===== config.mk =====
export PLATFORM = sky130hd
export DESIGN_NAME = pipelined_sklansky_adder
export DESIGN_NICKNAME = d
export VERILOG_FILES = /design/src/rtl/pipelined_sklansky_adder_pkg.sv /design/src/rtl/pipelined_sklansky_adder_prefix_level.sv /design/src/rtl/pipelined_sklansky_adder.sv
export SDC_FILE = /design/constraint.sdc
export NUM_CORES = 1
export LEC_CHECK = 0
export CAP_MARGIN = 20
export CORE_ASPECT_RATIO = 2
export CORE_MARGIN = 2
export CORE_UTILIZATION = 46
export CTS_CLUSTER_SIZE = 20
export DETAILED_ROUTE_END_ITERATION = 6
export MAX_ROUTING_LAYER = met4
export PLACE_DENSITY = 0.75
export SETUP_SLACK_MARGIN = 0.3
export SLEW_MARGIN = 5
export SYNTH_ARGS = -nofsm -noshare
export SYNTH_HDL_FRONTEND = slang
export SYNTH_SLANG_ARGS = --single-unit

===== constraint.sdc =====
create_clock -name clk -period 1.9 [get_ports clk]
set_clock_uncertainty 0.15 [all_clocks]
set_input_delay 0.285 -clock clk [delete_from_list [all_inputs] [get_ports clk]]
set_output_delay 0.285 -clock clk [all_outputs]
set_load 0.02 [all_outputs]

===== src/rtl/pipelined_sklansky_adder_pkg.sv =====
// Shared helpers for the pipelined Sklansky adder: prefix depth, register placement, g/p pair.
// Latency: n/a (package only).
// Backpressure: n/a (package only).
package pipelined_sklansky_adder_pkg;

    // Generate/propagate pair carried through the prefix tree.
    typedef struct packed {
        logic g;
        logic p;
    } gp_t;

    // Number of Sklansky prefix levels, ceil(log2(width)).
    function automatic int prefix_levels(input int width);
        int l;
        l = 0;
        for (int i = 0; i < 8; i++) begin
            if ((1 << i) < width) begin
                l = i + 1;
            end
        end
        return l;
    endfunction

    // Steps are numbered 0 = pre-processing, 1..L = prefix levels, L+1 = post-processing.
    // Returns 1 when a register boundary sits after the given step. The final step is
    // always registered; the remaining stages-1 boundaries are spread evenly over the
    // L+1 interior cut points.
    function automatic bit stage_reg_after(input int step, input int width, input int stages);
        int n;
        bit r;
        n = prefix_levels(width) + 2;
        r = (step == n - 1);
        for (int j = 1; j < stages; j++) begin
            if (((j * n) / stages) - 1 == step) begin
                r = 1'b1;
            end
        end
        return r;
    endfunction

endpackage


===== src/rtl/pipelined_sklansky_adder_prefix_level.sv =====
// One Sklansky prefix level: upper half of each 2^(LEVEL+1) block merges with the lower half's last element.
// Latency: combinational.
// Backpressure: none (pure logic).
// Ports: gp_in - g/p pairs entering the level; gp_out - g/p pairs after this level's merges.
module sklansky_prefix_level
    import pipelined_sklansky_adder_pkg::*;
#(
    parameter int WIDTH = 16,
    parameter int LEVEL = 0
) (
    input  gp_t [WIDTH-1:0] gp_in,
    output gp_t [WIDTH-1:0] gp_out
);

    for (genvar i = 0; i < WIDTH; i++) begin : g_bit
        if (((i >> LEVEL) & 1) == 1) begin : g_merge
            // Last element of the lower half of this block.
            localparam int J = ((i >> LEVEL) << LEVEL) - 1;
            assign gp_out[i].g = gp_in[i].g | (gp_in[i].p & gp_in[J].g);
            assign gp_out[i].p = gp_in[i].p & gp_in[J].p;
        end else begin : g_pass
            assign gp_out[i] = gp_in[i];
        end
    end

endmodule


===== src/rtl/pipelined_sklansky_adder.sv =====
// Pipelined Sklansky parallel-prefix adder: sum/cout/ovf of a+b+cin.
// Latency: PIPE_STAGES cycles from transfer to out_valid, one result per cycle.
// Backpressure: single global advance (adv = !out_valid || out_ready); all stages freeze when blocked.
// Ports: clk/rst (async active-high); in_valid/in_ready/a/b/cin operand handshake;
//        out_valid/out_ready/sum/cout/ovf result handshake, outputs registered.
module pipelined_sklansky_adder
    import pipelined_sklansky_adder_pkg::*;
#(
    parameter int WIDTH       = 16,
    parameter int PIPE_STAGES = 2
) (
    input  logic             clk,
    input  logic             rst,
    input  logic             in_valid,
    output logic             in_ready,
    input  logic [WIDTH-1:0] a,
    input  logic [WIDTH-1:0] b,
    input  logic             cin,
    output logic             out_valid,
    input  logic             out_ready,
    output logic [WIDTH-1:0] sum,
    output logic             cout,
    output logic             ovf
);

    localparam int LEVELS = prefix_levels(WIDTH);

    // Values leaving step k (after its register, if it has one).
    gp_t  [WIDTH-1:0] st_gp [0:LEVELS];
    logic [WIDTH-1:0] st_hp [0:LEVELS];
    logic             st_c  [0:LEVELS];
    logic             st_v  [0:LEVELS];

    logic adv;
    assign adv      = !out_valid || out_ready;
    assign in_ready = adv;

    for (genvar k = 0; k <= LEVELS; k++) begin : g_step
        gp_t  [WIDTH-1:0] nx_gp;
        logic [WIDTH-1:0] nx_hp;
        logic             nx_c;
        logic             nx_v;

        if (k == 0) begin : g_pre
            always_comb begin
                for (int i = 0; i < WIDTH; i++) begin
                    nx_gp[i].g = a[i] & b[i];
                    nx_gp[i].p = a[i] ^ b[i];
                end
                // cin acts as the generate of bit -1; merging it here makes every
                // group ending at bit 0 a true carry, so nothing ever propagates past it.
                nx_gp[0].g = (a[0] & b[0]) | ((a[0] ^ b[0]) & cin);
                nx_gp[0].p = 1'b0;
            end
            assign nx_hp = a ^ b;
            assign nx_c  = cin;
            assign nx_v  = in_valid;
        end else begin : g_lvl
            sklansky_prefix_level #(
                .WIDTH (WIDTH),
                .LEVEL (k - 1)
            ) u_level (
                .gp_in  (st_gp[k-1]),
                .gp_out (nx_gp)
            );
            assign nx_hp = st_hp[k-1];
            assign nx_c  = st_c[k-1];
            assign nx_v  = st_v[k-1];
        end

        if (stage_reg_after(k, WIDTH, PIPE_STAGES)) begin : g_reg
            gp_t  [WIDTH-1:0] r_gp;
            logic [WIDTH-1:0] r_hp;
            logic             r_c;
            logic             r_v;

            always_ff @(posedge clk or posedge rst) begin
                if (rst) begin
                    r_gp <= '0;
                    r_hp <= '0;
                    r_c  <= 1'b0;
                    r_v  <= 1'b0;
                end else if (adv) begin
                    r_gp <= nx_gp;
                    r_hp <= nx_hp;
                    r_c  <= nx_c;
                    r_v  <= nx_v;
                end
            end

            assign st_gp[k] = r_gp;
            assign st_hp[k] = r_hp;
            assign st_c[k]  = r_c;
            assign st_v[k]  = r_v;
        end else begin : g_wire
            assign st_gp[k] = nx_gp;
            assign st_hp[k] = nx_hp;
            assign st_c[k]  = nx_c;
            assign st_v[k]  = nx_v;
        end
    end

    // Post-processing: carry into bit i is the prefix generate of bits -1..i-1.
    logic [WIDTH-1:0] carry;
    logic [WIDTH-1:0] fin_p_unused;
    logic [WIDTH-1:0] sum_nx;
    logic             cout_nx;
    logic             ovf_nx;

    always_comb begin
        carry[0] = st_c[LEVELS];
        for (int i = 1; i < WIDTH; i++) begin
            carry[i] = st_gp[LEVELS][i-1].g;
        end
        for (int i = 0; i < WIDTH; i++) begin
            fin_p_unused[i] = st_gp[LEVELS][i].p;
        end
    end

    assign sum_nx  = st_hp[LEVELS] ^ carry;
    assign cout_nx = st_gp[LEVELS][WIDTH-1].g;
    assign ovf_nx  = cout_nx ^ carry[WIDTH-1];

    always_ff @(posedge clk or posedge rst) begin
        if (rst) begin
            out_valid <= 1'b0;
            sum       <= '0;
            cout      <= 1'b0;
            ovf       <= 1'b0;
        end else if (adv) begin
            out_valid <= st_v[LEVELS];
            sum       <= sum_nx;
            cout      <= cout_nx;
            ovf       <= ovf_nx;
        end
    end

endmodule

Word level (Yosys, flattened, before mapping)
Index checks and enable logic that the tools add are counted.
Cells by class
  bitwise operators: 118
  reduce and logical (&&, ||, !) cells: 2
Operators with widths (number)
  AND 1 bit: 66
  bitwise OR 1 bit: 33
  bitwise XOR 16 bit: 2
  bitwise XOR 1 bit: 17
  zero test 1 bit: 1
  logical OR 1 bit: 1
Word-level totals
  flip-flop bits (word level): 65
  output and inout port bits: 20

Longest topological paths before layout
Gate-level depths: netlist of run 1.
  depth after elaboration: 7
  depth in mapped cells: 6
  mapped depth without buffers: 5

Hierarchy
From an unflattened synthesis of run 1, not the netlist that was laid out.
Unflattened totals
  cells, all modules: 312
  area total of the unflattened synthesis: 4234.1 µm²
By module, submodules not included
  pipelined_sklansky_adder: times used 1, cells an instance 183, area each 3291.9 µm²
  sklansky_prefix_level (g_step[2].g_lvl.u_level ...): times used 2, cells an instance 32, area each 230.2 µm²
  sklansky_prefix_level (g_step[4].g_lvl.u_level): times used 1, cells an instance 33, area each 241.5 µm²
  sklansky_prefix_level (g_step[1].g_lvl.u_level): times used 1, cells an instance 32, area each 240.2 µm²

Worst setup path before layout of run 1
OpenSTA, ideal clock, no wires.
  path kind: register to register
  from: reg out_valid
  to: reg sum[14]
  library setup time: 0.131 ns
  arrival time: 1.270 ns
  path slack: 0.349 ns
  stages on the path, launching flop included: 6
  buffers on the path: 2
  cells stage by stage: dfrtp_1 > nor2b_1 > buf_2 > buf_2 > a221oi_1 > nand3_1
Between the ends
  longest elaborated chain between the ends: 2
Ends and longest elaborated chain
  start, declared: RTL line pipelined_sklansky_adder.sv:19  | output logic out_valid,
  start signal, assigned: RTL line pipelined_sklansky_adder.sv:131  | out_valid <= st_v[LEVELS];
  zero test 1 bit: RTL line pipelined_sklansky_adder.sv:35  | assign adv = !out_valid || out_ready;
  logical OR 1 bit: RTL line pipelined_sklansky_adder.sv:35
  end signal, assigned: RTL line pipelined_sklansky_adder.sv:132  | sum <= sum_nx;
  end, declared: RTL line pipelined_sklansky_adder.sv:21  | output logic [WIDTH-1:0] sum,
Every way passes these cells.
A chain may end at the register's enable or synchronous reset.

Final worst setup path of run 1
  from: in out_ready
  to: out in_ready
Between the ends
  longest elaborated chain between the ends: 1
Ends and longest elaborated chain
  start, declared: RTL line pipelined_sklansky_adder.sv:20  | input logic out_ready,
  logical OR 1 bit: RTL line pipelined_sklansky_adder.sv:35
  end, declared: RTL line pipelined_sklansky_adder.sv:15  | output logic in_ready,
Every way passes these cells.

==> results of run 1 <==
[state kept, by name (all words and copies together) (netlist names)]
register           count
g_step.g_reg.r_gp     25
g_step.g_reg.r_hp     16
sum                   16
cout                   1
g_step.g_reg.r_c       1
g_step.g_reg.r_v       1
out_valid              1
ovf                    1
[worst register-to-register path, cell delays in order (launching register included)]
cell and delay [ps]:
sky130_fd_sc_hd__dfrtp_2 450, sky130_fd_sc_hd__buf_4 150, sky130_fd_sc_hd__a211oi_1 240, sky130_fd_sc_hd__o21bai_1 150, sky130_fd_sc_hd__mux2_2 280
[cells in the final DEF (no fill, tap or decap), drive strengths merged, types with 2 or more instances in the layout]
master         count
xor2               8
o21bai             2
clkinv             3
nand2             93
buf               15
a21o               7
xnor2              6
dfrtp             62
o21ai             23
nand3              7
clkdlybuf4s50     36
inv                2
nor2              18
dlygate4sd2       19
mux2               4
nor3               2
a21oi             17
ha                18
clkbuf            14
nand2b             2
[final cells by class]
cell class / instances / share of cell area, %
multi-input cells: 217 / 31.9
inverters: 3 / 0.384
repair buffers: 72 / 18.3
clock inverters: 4 / 1.15
flip-flops and latches: 62 / 39.7
clock buffers: 12 / 6.56
well taps: 63 / 2.02
[per-layer routing]
layer | track usage, % | vias up | wire (um)
li1 | - | 1117 | -
met1 | 22.4 | 1102 | 2330
met2 | 33.8 | 51 | 3640
met3 | 5.17 | 11 | 189
met4 | 10.5 | 0 | 155
met5 | - | - | 0
[synth_stat cells (2+ instances only)]
master and instances:
sky130_fd_sc_hd__a21o_1 6, sky130_fd_sc_hd__a21oi_1 16, sky130_fd_sc_hd__buf_2 11, sky130_fd_sc_hd__clkbuf_1 2, sky130_fd_sc_hd__dfrtp_1 62, sky130_fd_sc_hd__ha_1 18, sky130_fd_sc_hd__inv_1 3, sky130_fd_sc_hd__mux2_2 4
sky130_fd_sc_hd__nand2_1 93, sky130_fd_sc_hd__nand2b_1 2, sky130_fd_sc_hd__nand3_1 7, sky130_fd_sc_hd__nor2_1 18, sky130_fd_sc_hd__nor3_1 2, sky130_fd_sc_hd__o21ai_0 23, sky130_fd_sc_hd__o21bai_1 2, sky130_fd_sc_hd__xnor2_1 6
sky130_fd_sc_hd__xor2_1 8
[where the power goes]
part / internal [uW] / leakage, uW / switching (uW) / total [uW]
Sequential: 1600 / 0.000757 / 178 / 1780
Combinational: 515 / 0.000994 / 616 / 1130
Clock: 1080 / 0.000152 / 548 / 1630
Total: 3190 / 0.00190 / 1340 / 4530
[cells by family (layout without fill, tap and decap cells)]
family                   count (synthesis)  count (layout)  synth area share [%]
multiplexers                             4               4                  1.58
adder cells (fa/ha/maj)                 18              18                  7.90
XOR/XNOR                                14              14                  4.30
flip-flops                              62              62                  54.4
AND/OR/NAND/NOR                        128             128                  18.2
buffers and inverters                   16              91                  2.59
AO/OA/AOI/OAI                           53              53                  11.0
[how the worst max path moves through the flow]
stage                     startpoint                  end  slack [ps]  cells after the start
5_1_grt                    out_ready             in_ready         270                      4
3_5_place_dp               out_ready             in_ready         -50                      4
3_3_place_gp               out_ready             in_ready         -50                      4
6_report                   out_ready             in_ready         310                      4
2_1_floorplan  out_valid$_DFFE_PP0P_  sum[14]$_DFFE_PP0P_         350                      5
4_1_cts                    out_ready             in_ready         190                      4
[through the flow]
| stage | instances | TNS [ps] | utilization (%) | power (uW) | area [um^2] |
|---|---|---|---|---|---|
| final | 433 | 0 | 65.1 | 4530 | 3910 |
| after global routing | 433 | 0 | 65.1 | 4780 | 3910 |
| after CTS | 428 | 0 | 64.0 | 4530 | 3840 |
| after detailed placement | 412 | -272 | 59.3 | 2990 | 3560 |
| after global placement | 412 | -87.8 | 59.3 | 2950 | 3560 |
| after floorplan | 295 | 0 | - | 2440 | 2850 |
[what timing repair did]
| item | CTS | global route |
|---|---|---|
| endpoints found under the hold margin | 0 | 0 |
| setup buffers | 0 | 4 |
| endpoints found under the setup margin | 25 | 28 |
| gates resized for setup | 22 | 9 |
| cloned | 0 | 1 |
| pin swaps | 0 | 8 |
==> flow_summary.toml, run 1 <==
[logic_synthesis]
synth.cell_area_um2 = 2850
syn-mean-instance-area_um2 = 9.66
netlist.top_cell.by_area = "sky130_fd_sc_hd__dfrtp_1"
netlist_instances = 295
synth.top_cells.by_area = "sky130_fd_sc_hd__dfrtp_1, sky130_fd_sc_hd__nand2_1, sky130_fd_sc_hd__ha_1"
syn-num-nets = 350
post_synth_num_cell_types = 29
synth_edf_count = 0
synthDominantCellAreaShare_pct = 54.4
synth_async_sr_flop_share_pct = 100
yosys_register_bits = 62
dominantRegCellSynth = "sky130_fd_sc_hd__dfrtp_1"
synth.yosys.seq_area_share_pct = 54.4
synth.yosys.warnings = 0

[clock_network]
cts_buffer_depth = 2
cts_sinks = 62
clk_transition_reported_paths_ps = 50
tritoncts = "yes"
insertion_delay_ps = 330
cts_root_buffer = "sky130_fd_sc_hd__clkbuf_16"
ctsHoldBuffers = 0
cts_made_buffers = 9
cts.htree.levels = 3

[drt]
route.detailed.wl_per_inst_um = 14.6
route.detailed.vias_per_inst = 5.27
drtAntennaViolNets = 0
dr.pass1.iters = 4
wirelength_routed_um = 6310
drt_iter0_markers = 74
post_detailed_route_drc_marker_count = 0
num_vias = 2281

[setup_path]
timing.critical_path.cells = "clkdlybuf4s50_1 -> nor2b_4 -> inv_1 -> clkbuf_2"
cp_slowest_stage_delay_ps = 450
worstRegToRegCells = 4
crit_path_start_kind = "primary input"
worst-path-buf-inv = 3
critPathCaptureType = "output port"
critPathKind = "in2out"
path_max_fanout = 3
reg2reg_slack_ps = 360
cp_data_required_time_ps = 1460
cpLargestDelayFamily = "buffers and inverters"
reg_to_reg_startpoint = "g_step[2].g_reg.r_gp[7]$_DFFE_PP0P_"
critPathArrivalTime_ps = 1160
worst_flop_to_flop_path_endpoint = "cout$_DFFE_PP0P_"
cp_slowest_cell = "sky130_fd_sc_hd__clkdlybuf4s50_1"

[sta]
finalSetupViolCount = 0
timing.final.hold_violations = 0
final_min_period_over_clock_period_pct = 83.8
finalMaxSlewViolations = 0
timing.final.crit_period_ps = 1590
maxClockFrequency_ghz = 0.628
rsz0062_at_grt = "yes"
worst_setup_margin_ps = 308
fin_worst_hold_slack_ps = 175
slew_headroom_pct = 70.2
timing_worst_slew_pin_value_ps = 447

[power]
cellLeakagePower_uw = 0.00190
vdd.ir_drop.worst_uv = 641
powerDensity_nw_per_um2 = 1160

[placed_design]
detailedPlacementHpwl_um = 4360
dp_slack_ps = -54.7
port_buffers = 56
finalWeightedCongestion = 0.812

[grt]
grtUsageTotal_pct = 20.6
antenna_found_initial = 0
largest_net_degree_at_the_start_of_global_routing = 75
grt_first_pass_wirelength_um = 10100
grt_pass1_vias = 2309
remaining_global_route_overflow = 0

[status]
outcome = "finished clean"

[floorplanning]
floorplan.die.width_um = 59.7
die-area_um2 = 6880
io_pins = 57
start_util_pct = 47.5
num_rows = 40
floorplan_core_area_um2 = 6010
die_y_um = 115

[cells_and_area]
final_layout_size_suffix_gt1_share_pct = 12.4
multiInputGateArea_um2 = 1250
regArea_um2 = 1550
finish.net_count = 420
area_growth_pct = 37.2
antenna_diode_count = 0
filler_cell_count = 487

[flow_run]
max-cap-violations = 0

[min_path]
hold_path.class = "in2async"
Note: power is estimated with default switching activity, not from simulation.
==> inputs of run 2 (changes only) <==
==> constraint.sdc (replaced) <==
create_clock -name clk -period 1.3 [get_ports clk]
set_clock_uncertainty 0.15 [all_clocks]
set_input_delay 0.195 -clock clk [delete_from_list [all_inputs] [get_ports clk]]
set_output_delay 0.195 -clock clk [all_outputs]
set_load 0.02 [all_outputs]
==> flow_summary.toml, run 2 (synthesis gave the netlist of run 1 again) <==
[floorplanning]
die-area_um2 = 6880
io_pins = 57
start_util_pct = 47.5
floorplan_core_area_um2 = 6010
num_rows = 40
die_y_um = 115
floorplan.die.width_um = 59.7

[setup_path]
path_max_fanout = 6
crit_path_start_kind = "flop"
cpLargestDelayFamily = "compound AO/OA/AOI/OAI gates"
critPathCaptureType = "flop"
cp_slowest_stage_delay_ps = 480
cp_data_required_time_ps = 1370
timing.critical_path.cells = "a211oi_1 -> o21bai_1 -> xnor2_1 -> a21oi_1"
critPathKind = "reg2reg"
cp_slowest_cell = "sky130_fd_sc_hd__dfrtp_1"
critPathArrivalTime_ps = 1690
worst-path-buf-inv = 0

[sta]
final_min_period_over_clock_period_pct = 125
slew_headroom_pct = 74.0
timing_worst_slew_pin_value_ps = 388
timing.final.hold_violations = 0
maxClockFrequency_ghz = 0.617
timing.final.crit_period_ps = 1620
worst_setup_margin_ps = -321
finalSetupViolCount = 63
rsz0062_at_grt = "yes"
setup_tns_ps = -7990
finalMaxSlewViolations = 0

[status]
violated_checks = "negative setup slack"
outcome = "finished, violations left"

[clock_network]
cts.htree.levels = 3
tritoncts = "yes"
clk_transition_reported_paths_ps = 60
ctsHoldBuffers = 0
cts_made_buffers = 9
cts_buffer_depth = 2
cts_sinks = 62
cts_root_buffer = "sky130_fd_sc_hd__clkbuf_16"
insertion_delay_ps = 340

[grt]
largest_net_degree_at_the_start_of_global_routing = 52
grt_pass1_vias = 2711
antenna_found_initial = 0
grt_first_pass_wirelength_um = 12600
remaining_global_route_overflow = 0
grtUsageTotal_pct = 25.5

[drt]
post_detailed_route_drc_marker_count = 0
drtAntennaViolNets = 0
drt_iter0_markers = 195
num_vias = 2799
route.detailed.vias_per_inst = 5.69
dr.pass1.iters = 4
route.detailed.wl_per_inst_um = 20.9
wirelength_routed_um = 10300

[placed_design]
finalWeightedCongestion = 0.792
port_buffers = 56
detailedPlacementHpwl_um = 4460
dp_slack_ps = -517

[flow_run]
max-cap-violations = 0

[power]
finalPower_uw = 8080
vdd.ir_drop.worst_uv = 1320
cellLeakagePower_uw = 0.00251
powerDensity_nw_per_um2 = 1540

[cells_and_area]
final_layout_size_suffix_gt1_share_pct = 52.2
top_register = "g_step.g_reg.r_gp"
flip_flop_count_of_the_largest_register_after_layout = 25
layout_top_registers = "g_step.g_reg.r_gp x25, g_step.g_reg.r_hp x16, sum x16"
final_core_util_pct = 87.3
layout.cells.most_common_list = "sky130_fd_sc_hd__dfrtp_1, sky130_fd_sc_hd__nand2_1, sky130_fd_sc_hd__buf_6, sky130_fd_sc_hd__buf_4, sky130_fd_sc_hd__nand2_2"
finish.net_count = 480
multiInputGateArea_um2 = 1860
mostFrequentLayoutCell = "sky130_fd_sc_hd__dfrtp_1"
filler_cell_count = 252
regArea_um2 = 1550
antenna_diode_count = 0
area_growth_pct = 83.9

[min_path]
hold_path.class = "in2async"
[run 2: cell types whose count changed in the layout (fill, tap and decap cells not counted), sizes merged]
| cell | change |
|---|---|
| dlygate4sd2 | -2 |
| bufinv | -1 |
| clkdlybuf4s50 | -17 |
| clkbuf | +6 |
| clkinv | -2 |
| buf | +75 |
[run 2: metrics by stage]
step / std cells / area [um^2] / hold WS, ps
floorplan: 295 / 3000 / 157
global placement: 435 / 3800 / 299
detailed placement: 435 / 3800 / 301
CTS: 467 / 4530 / 122
global route: 492 / 5240 / 127
finish: 492 / 5240 / 106
[run 2: layout make-up]
type,count,area share [%]
Multi-Input combinational cell,217,35.6
Sequential cell,62,29.6
Timing Repair Buffer,132,27.9
Clock buffer,14,5.04
Tap cell,63,1.50
Inverter,3,0.286
Clock inverter,1,0.0955
[run 2: path summary, 6_finish.rpt]
kind,from,to,slack (ps),cells past startpoint
worst max-delay path,g_step[2].g_reg.r_gp[23]$_DFFE_PP0P_,ovf$_DFFE_PP0P_,-320,4
worst min-delay path,rst,g_step[2].g_reg.r_hp[2]$_DFFE_PP0P_,110,3
worst max register to register,g_step[2].g_reg.r_gp[23]$_DFFE_PP0P_,ovf$_DFFE_PP0P_,-320,4
worst min register to register,g_step[2].g_reg.r_gp[30]$_DFFE_PP0P_,g_step[2].g_reg.r_gp[30]$_DFFE_PP0P_,340,2
max in group asynchronous,rst,sum[4]$_DFFE_PP0P_,610,3
min in group clk,b[0],g_step[2].g_reg.r_hp[0]$_DFFE_PP0P_,210,4
[run 2: worst min-delay path: cells and delay by family]
family                 cells  cell delay, ps
buffers and inverters      3             750
[run 2: repair_timing]
item                                    4_1_cts  5_1_grt
resized for setup                           240      106
pin swaps                                    73       32
endpoints found under the setup margin       82       82
endpoints found under the hold margin         0        0
setup buffers                                16       16
cloned                                        1        9
[run 2: layer usage]
layer	track usage (%)	part of all wire, %	up-vias
met3	5.17	4.1	48
met2	42.5	56	110
met5	-	0	-
met4	13.0	5.6	0
met1	27.5	35	1394
li1	-	-	1247
[run 2: power breakdown]
group | total (uW) | switching, uW | internal, uW
Sequential | 2730 | 390 | 2340
Combinational | 3130 | 1450 | 1670
Clock | 2220 | 844 | 1380
Total | 8080 | 2690 | 5390
==> inputs of run 3 (changes only) <==
--- a/config.mk
+++ b/config.mk
@@ -5,9 +5,8 @@
 export SDC_FILE = /design/constraint.sdc
 export NUM_CORES = 1
 export LEC_CHECK = 0
-export CAP_MARGIN = 20
 export CORE_ASPECT_RATIO = 2
-export CORE_MARGIN = 2
+export CORE_MARGIN = 1.5
 export CORE_UTILIZATION = 46
 export CTS_CLUSTER_SIZE = 20
 export DETAILED_ROUTE_END_ITERATION = 6
==> flow_summary.toml, run 3 (synthesis gave the netlist of run 1 again) <==
[cells_and_area]
fin_cells = 487
area_growth_pct = 81.9
filler_cell_count = 275
finish.net_count = 474
layout.cells.most_common_list = "sky130_fd_sc_hd__dfrtp_1, sky130_fd_sc_hd__nand2_2, sky130_fd_sc_hd__buf_4, sky130_fd_sc_hd__buf_6, sky130_fd_sc_hd__nand2_1"
final_layout_size_suffix_gt1_share_pct = 53.8
mostFrequentLayoutCell = "sky130_fd_sc_hd__dfrtp_1"
flip_flop_count_of_the_largest_register_after_layout = 25
layout_top_registers = "g_step.g_reg.r_gp x25, g_step.g_reg.r_hp x16, sum x16"
antenna_diode_count = 0
top_register = "g_step.g_reg.r_gp"

[power]
net-switching-power_uw = 2680
swShare_pct = 32.0
powerDensity_nw_per_um2 = 1620
comb_power_share_pct = 36.3
internal_power_uw = 5690
vdd.ir_drop.worst_uv = 1310
share_clk_of_total_power_pct = 30.9
seqPwrFrac_pct = 32.8
finalPower_uw = 8370
cellLeakagePower_uw = 0.00252

[flow_run]
max-cap-violations = 0

[sta]
timing_worst_slew_pin_value_ps = 335
fin_worst_hold_slack_ps = 108
final_min_period_over_clock_period_pct = 122
timing.final.crit_period_ps = 1580
worst_setup_margin_ps = -282
setup_tns_ps = -6910
slew_headroom_pct = 77.5
maxClockFrequency_ghz = 0.632
rsz0062_at_grt = "yes"
timing.final.hold_violations = 0
finalMaxSlewViolations = 0
finalSetupViolCount = 63

[setup_path]
critPathKind = "reg2reg"
path_max_fanout = 6
crit_path_start_kind = "flop"
cp_data_required_time_ps = 1370
critPathArrivalTime_ps = 1650
critPathCaptureType = "flop"

[min_path]
hold_path.class = "in2async"

[floorplanning]
floorplan.die.width_um = 58.7
num_rows = 40
start_util_pct = 47.5
io_pins = 57
die_y_um = 114
die-area_um2 = 6710
floorplan_core_area_um2 = 6010

[clock_network]
tritoncts = "yes"
clk_transition_reported_paths_ps = 50
cts_root_buffer = "sky130_fd_sc_hd__clkbuf_16"
insertion_delay_ps = 340
ctsHoldBuffers = 0
cts_made_buffers = 9
cts_sinks = 62
cts_buffer_depth = 2
cts.htree.levels = 3

[grt]
grtUsageTotal_pct = 26.9
grt_first_pass_wirelength_um = 13100
largest_net_degree_at_the_start_of_global_routing = 52
grt_pass1_vias = 2810
antenna_found_initial = 0
remaining_global_route_overflow = 0

[status]
outcome = "finished, violations left"
violated_checks = "negative setup slack"

[placed_design]
port_buffers = 56
finalWeightedCongestion = 0.798
placedCellCount = 437
detailedPlacementHpwl_um = 4480

[drt]
route.detailed.vias_per_inst = 5.66
route.detailed.wl_per_inst_um = 20.3
drt_iter0_markers = 218
dr.pass1.iters = 4
wirelength_routed_um = 9880
num_vias = 2757
drtAntennaViolNets = 0
post_detailed_route_drc_marker_count = 0
[run 3: cell types whose count changed in the layout (fill, tap and decap cells not counted), sizes merged]
cell	change
bufinv	+2
clkinv	+1
clkbuf	-8
clkdlybuf4s50	+6
dlygate4sd2	-6
[run 3: layout make-up]
| class | count | area [um^2] | share of cell area, % |
|---|---|---|---|
| multi-input combinational | 217 | 1830 | 35.3 |
| sequential | 62 | 1550 | 30.0 |
| timing repair buffer | 126 | 1390 | 26.8 |
| clock buffer | 12 | 246 | 4.76 |
| tap | 63 | 78.8 | 1.52 |
| clock inverter | 4 | 70.1 | 1.35 |
| inverter | 3 | 15.0 | 0.290 |
[run 3: worst max-delay path, stage by stage, from the launching register on]
cell and delay (ps):
sky130_fd_sc_hd__dfrtp_1 420, sky130_fd_sc_hd__a21o_4 270, sky130_fd_sc_hd__buf_4 150, sky130_fd_sc_hd__a31o_4 230, sky130_fd_sc_hd__xnor2_1 150, sky130_fd_sc_hd__a21oi_1 90
[run 3: power groups by stage]
stage               clock network (uW)  logic (uW)  registers [uW]
floorplan                            0         820            2850
global placement                     0        1910            2620
detailed placement                   0        1940            2640
CTS                               2550        2460            2680
global route                      2670        3220            2770
finish                            2580        3040            2740
[run 3: path summary, 6_finish.rpt]
check,end,cells past startpoint,slack [ps],start
hold reg to reg,g_step[2].g_reg.r_hp[1]$_DFFE_PP0P_,2,360,g_step[2].g_reg.r_hp[1]$_DFFE_PP0P_
max in group asynchronous,g_step[2].g_reg.r_gp[23]$_DFFE_PP0P_,3,600,rst
setup reg to reg,ovf$_DFFE_PP0P_,5,-280,g_step[2].g_reg.r_gp[7]$_DFFE_PP0P_
min in group clk,g_step[2].g_reg.r_hp[0]$_DFFE_PP0P_,4,220,b[0]
setup / recovery,ovf$_DFFE_PP0P_,5,-280,g_step[2].g_reg.r_gp[7]$_DFFE_PP0P_
hold / removal,sum[2]$_DFFE_PP0P_,3,110,rst
[run 3: layer usage]
layer / routed length, um / vias up / GRT usage [%]
li1: - / 1233 / -
met1: 3640 / 1403 / 30.5
met2: 5510 / 91 / 44.1
met3: 387 / 30 / 5.42
met4: 337 / 0 / 13.9
met5: 0 / - / -
[run 3: per-stage QoR]
| stage | setup WS (ps) | utilization, % | instance area, um^2 |
|---|---|---|---|
| after floorplan | -145 | - | 3000 |
| after global placement | -516 | 63.6 | 3820 |
| after detailed placement | -524 | 63.6 | 3820 |
| after CTS | -231 | 78.0 | 4690 |
| after global routing | -350 | 86.3 | 5180 |
| final | -282 | 86.3 | 5180 |
[run 3: timing repair]
item,CTS,global route
buffers inserted,16,13
setup endpoints to repair,82,82
cloned,5,0
pin swaps,80,22
gates resized for setup,240,97
